===== src/rtl/aes_ctrl_pkg.sv =====
// Shared types and constants for the byte-serial AES round sequencer.
package aes_ctrl_pkg;

  localparam int AES_NB     = 16;
  localparam int AES_NR_128 = 10;
  localparam int AES_KR_W   = 4;
  localparam int AES_BI_W   = 4;

  typedef enum logic [2:0] {
    ST_IDLE   = 3'd0,
    ST_KWAIT  = 3'd1,
    ST_LOAD   = 3'd2,
    ST_RKWAIT = 3'd3,
    ST_ROUND  = 3'd4,
    ST_DONE   = 3'd5
  } aes_ctrl_state_t;

endpackage


===== src/rtl/aes_byte_cnt.sv =====
// Modulo-NB byte position counter with clear, enable and terminal flag.
import aes_ctrl_pkg::*;

module aes_byte_cnt #(
  parameter int NB = AES_NB,
  parameter int W  = AES_BI_W
) (
  input  logic         clk,
  input  logic         rst,
  input  logic         clr_i,
  input  logic         en_i,
  output logic [W-1:0] cnt_o,
  output logic         last_o
);

  localparam logic [W-1:0] CNT_LAST = W'(NB - 1);

  logic [W-1:0] cnt_q, cnt_d;

  always_comb begin
    cnt_d = cnt_q;
    if (clr_i) begin
      cnt_d = '0;
    end else if (en_i) begin
      cnt_d = (cnt_q == CNT_LAST) ? '0 : cnt_q + 1'b1;
    end
  end

  always_ff @(posedge clk) begin
    if (rst) begin
      cnt_q <= '0;
    end else begin
      cnt_q <= cnt_d;
    end
  end

  assign cnt_o  = cnt_q;
  assign last_o = (cnt_q == CNT_LAST);

endmodule


===== src/rtl/aes_round_ctrl.sv =====
// Sequencer for the byte-serial AES encryption datapath: key fetch handshake,
// AddRoundKey select, byte stepping and result hand-off.
//
// state  | meaning
// IDLE   | waiting for start_valid
// KWAIT  | requesting round key 0
// LOAD   | initial AddRoundKey, one byte per cycle
// RKWAIT | requesting round key rnd
// ROUND  | round function result captured, one byte per cycle
// DONE   | ciphertext ready, held until res_ready
import aes_ctrl_pkg::*;

module aes_round_ctrl #(
  parameter int NR = AES_NR_128,
  parameter int NB = AES_NB
) (
  input  logic                clk,
  input  logic                rst,
  input  logic                start_valid,
  output logic                start_ready,
  output logic                key_req,
  output logic [AES_KR_W-1:0] key_round,
  input  logic                key_valid,
  output logic                ld_r,
  output logic                byte_en,
  output logic [AES_BI_W-1:0] byte_idx,
  output logic                last_rnd,
  output logic                res_valid,
  input  logic                res_ready,
  output logic                busy
);

  localparam logic [AES_KR_W-1:0] RND_LAST = AES_KR_W'(NR);

  aes_ctrl_state_t       state_q, state_d;
  logic [AES_KR_W-1:0]   rnd_q, rnd_d;
  logic                  cnt_en;
  logic                  cnt_last;
  logic [AES_BI_W-1:0]   cnt;

  assign cnt_en = (state_q == ST_LOAD) || (state_q == ST_ROUND);

  aes_byte_cnt #(
    .NB (NB),
    .W  (AES_BI_W)
  ) u_byte_cnt (
    .clk    (clk),
    .rst    (rst),
    .clr_i  (!cnt_en),
    .en_i   (cnt_en),
    .cnt_o  (cnt),
    .last_o (cnt_last)
  );

  always_comb begin
    state_d = state_q;
    rnd_d   = rnd_q;
    unique case (state_q)
      ST_IDLE: begin
        if (start_valid) begin
          state_d = ST_KWAIT;
          rnd_d   = '0;
        end
      end
      ST_KWAIT: begin
        if (key_valid) state_d = ST_LOAD;
      end
      ST_LOAD: begin
        if (cnt_last) begin
          state_d = ST_RKWAIT;
          rnd_d   = AES_KR_W'(1);
        end
      end
      ST_RKWAIT: begin
        if (key_valid) state_d = ST_ROUND;
      end
      ST_ROUND: begin
        if (cnt_last) begin
          if (rnd_q == RND_LAST) begin
            state_d = ST_DONE;
          end else begin
            state_d = ST_RKWAIT;
            rnd_d   = rnd_q + 1'b1;
          end
        end
      end
      ST_DONE: begin
        if (res_ready) state_d = ST_IDLE;
      end
      default: begin
        state_d = ST_IDLE;
        rnd_d   = '0;
      end
    endcase
  end

  always_ff @(posedge clk) begin
    if (rst) begin
      state_q <= ST_IDLE;
      rnd_q   <= '0;
    end else begin
      state_q <= state_d;
      rnd_q   <= rnd_d;
    end
  end

  // Outputs depend only on registered state so no input reaches an output.
  assign start_ready = (state_q == ST_IDLE);
  assign key_req     = (state_q == ST_KWAIT) || (state_q == ST_RKWAIT);
  assign key_round   = key_req ? rnd_q : '0;
  assign ld_r        = (state_q == ST_LOAD);
  assign byte_en     = cnt_en;
  assign byte_idx    = cnt;
  assign last_rnd    = (state_q == ST_ROUND) && (rnd_q == RND_LAST);
  assign res_valid   = (state_q == ST_DONE);
  assign busy        = (state_q != ST_IDLE);

endmodule


===== config.mk =====
export PLATFORM = sky130hd
export DESIGN_NAME = aes_round_ctrl
export DESIGN_NICKNAME = d
export VERILOG_FILES = /design/src/rtl/aes_ctrl_pkg.sv /design/src/rtl/aes_byte_cnt.sv /design/src/rtl/aes_round_ctrl.sv
export SDC_FILE = /design/constraint.sdc
export NUM_CORES = 1
export LEC_CHECK = 0
export ABC_CLOCK_PERIOD_IN_PS = 2150
export BUFFER_PORTS_ARGS = -buffer_cell sky130_fd_sc_hd__buf_2
export CORE_MARGIN = 2
export CORE_UTILIZATION = 54
export DETAILED_ROUTE_END_ITERATION = 7
export PLACE_DENSITY = 0.83
export SLEW_MARGIN = 20
export SYNTH_ARGS = -nofsm -noshare
export SYNTH_HDL_FRONTEND = slang
export SYNTH_SLANG_ARGS = --single-unit
export TNS_END_PERCENT = 20

===== constraint.sdc =====
create_clock -name clk -period 2.15 [get_ports clk]
set_input_delay 0.1075 -clock clk [delete_from_list [all_inputs] [get_ports clk]]
set_output_delay 0.1075 -clock clk [all_outputs]
set_load 0.01 [all_outputs]

==> run summary <==
clock sinks: 11
IO Count: 20
total grt overflow: 0
DRT iter0 DRCs: 26
number of global-route vias before repair: 579
Reg-to-Reg End: rnd_q[3]$_SDFFE_PP0P_
Metal-1 WL: 810 um
Hold Vio Cnt, Final: 0
slew at the pin closest to its max-slew limit: 0.5178 ns
Clk pin slew, worst setup/hold paths: 0.08 ns
Via density: 6.190
distinct cell type count of the synthesized netlist: 37
yosys warns: 0
CTS hold repair buffers: 0
most frequent cells in the layout: 19 x buf_2, 11 x nor2_1, 11 x dfxtp_1
final worst path period share: 0.7731
area grow syn2layout: 15.96%
LEAKAGE: 0.3857 nW
Max H-tree Level: 1
TritonCTS clock tree: done
DRT Pass-1 Iters: 4
Reg2Reg Setup Slack: 0.49 ns
Final TNS setup: 0 ns
Total Routing Usage GR: 0.2311
Skew-Pair Late Insertion Delay: 0.28 ns
Top FF cell, synth: dfxtp_1
CTS buffer count: 3
Achievable Freq: 601.6 MHz
Core Region: 1285 um^2
CP Capture Type: flop
syn_area_per_cell: 8.010 um^2
CP endpoint: rnd_q[3]$_SDFFE_PP0P_
share of cells above drive strength 1: 0.2252
Nets: 120
row cnt: 13
max-slew violation count: 0
kind of critical path: flop to flop
Synth Net Count: 100
status: finished clean
Die ar.: 1676 um^2
post-cts sizing count: 0
FF+latch count, synth: 11
Setup crit start kind: flop
post-route setup slack: 0.4878 ns
largest net degree at the start of global routing: 18
FFs w/ async S/R, synth: 0
Worst Hold Class: input port to flop
final setup fails: 0
Arr. time, crit path: 1.87 ns
setup repair bufs after CTS: 0
dpl ws: 0.5021 ns
Slew HR: 0.6543
r2r startpoint: state_q[2]$_SDFFE_PP0P_
most common cell after layout, fill and taps aside: buf_2
CTS Buffer Depth: 2
Die X: 40.94 um
Filler Cell Count: 108
per-cell routed wire length: 14.52 um
Non-Filler Instances: 126
initial antenna violation count: 0
Final Wtd Congestion: 0.8773
Period minus WS final: 1.662 ns
FF-to-FF path depth: 4
root buffer cell: clkbuf_4
RSZ-0062 raised after global routing: false
Mapped Area: 737.0 um^2
WL final: 1.830 mm
Initial Util: 0.5735
# DRC: 0
CP Max Fanout: 12
placed cells: 122
power density over cell area: 562.7 nW/um^2
Max Cap Viol: 0
vias post-DR: 780
uppermost layer routed: met4
EDFF count, synth: 0
met2 WL post-DR: 832 um
die height: 40.94 um
ant diodes: 0
hold path start: rst
met3 wire length: 157 um
Worst setup startpoint: state_q[2]$_SDFFE_PP0P_
Post-DRT Antenna Nets: 0
# port buffers: 19
first-pass GRT wire length: 2.490 mm
skew final: 0.006230 ns
Post-DP HPWL: 1.353 mm
Peak VDD IR: 0.4888 mV
cells after synthesis: 92
sequential area share after synthesis: 0.2988
Worst EP required: 2.36 ns
synth_stat cells (all sizes together) (2+ instances only):
| cell type | count | share of area |
|---|---|---|
| inv | 6 | 0.031 |
| or3b | 2 | 0.027 |
| ha | 3 | 0.051 |
| nor2 | 11 | 0.056 |
| nand3b | 3 | 0.031 |
| o21ai | 6 | 0.041 |
| dfxtp | 11 | 0.30 |
| and2 | 2 | 0.017 |
| and3 | 5 | 0.042 |
| a31oi | 2 | 0.017 |
| clkbuf | 3 | 0.015 |
| a21oi | 4 | 0.027 |
| nor3 | 2 | 0.014 |
| nand2b | 3 | 0.025 |
| nand3 | 7 | 0.048 |
| nand2 | 3 | 0.015 |
| a211oi | 2 | 0.027 |
flip-flops by register name (all words and copies together) (netlist names):
| register | flops |
|---|---|
| rnd_q | 4 |
| state_q | 3 |
| u_byte_cnt.cnt_o | 4 |
cells by family after synthesis:
group | after synthesis | share of synthesized area
XOR/XNOR | 2 | 0.02377
flip-flops | 11 | 0.2988
AO/OA/AOI/OAI | 23 | 0.2173
AND/OR/NAND/NOR | 43 | 0.3481
adder cells (fa/ha/maj) | 3 | 0.05094
buffers and inverters | 10 | 0.06112
layer usage:
layer  vias up  track usage
met5         -            0
met4         0       0.1333
met3         5      0.04891
met2        47       0.3320
met1       350       0.3135
li1        378            -
through the flow:
| stage | area [um^2] | hold slack, ns | utilization | total power [mW] |
|---|---|---|---|---|
| final | 854.6 | 0.09421 | 0.6650 | 0.4809 |
| after global routing | 854.6 | 0.09431 | 0.6650 | 0.5020 |
| after CTS | 854.6 | 0.08505 | 0.6650 | 0.4821 |
| after detailed placement | 828.3 | 0.3865 | 0.6446 | 0.3368 |
| after global placement | 828.3 | 0.3867 | 0.6446 | 0.3322 |
| after floorplan | 737.0 | 0.1721 | - | 0.3040 |
how the worst min path moves through the flow:
stage | endpoint | slack, ns | depth (start not counted)
finish | rnd_q[3]$_SDFFE_PP0P_ | 0.09 | 2
global placement | rnd_q[3]$_SDFFE_PP0P_ | 0.39 | 2
detailed placement | rnd_q[3]$_SDFFE_PP0P_ | 0.39 | 2
floorplan | rnd_q[3]$_SDFFE_PP0P_ | 0.17 | 1
CTS | rnd_q[3]$_SDFFE_PP0P_ | 0.09 | 2
global route | rnd_q[3]$_SDFFE_PP0P_ | 0.09 | 2
area by class of cell:
class,instances,area [um^2],share of cell area
Clock buffer,4,26.28,0.03075
Inverter,6,22.52,0.02635
Multi-Input combinational cell,71,471.7,0.5520
Sequential cell,11,220.2,0.2577
Tap cell,15,18.77,0.02196
Timing Repair Buffer,19,95.09,0.1113
worst max-delay path, cell delays in order, from the launching register on:
cell and delay, ns:
dfxtp_1 0.53, or3b_4 0.47, nor4_4 0.30, a21oi_1 0.08, a211oi_2 0.21
report_power, final:
part           total [mW]  switching [mW]  internal (mW)  leakage (nW)
registers           0.235          0.0230          0.212        0.0893
clock network       0.148          0.0760         0.0721        0.0150
logic              0.0973          0.0553         0.0420         0.281
total               0.481           0.154          0.327         0.386
No activity file was read; power rests on OpenSTA's default activity.
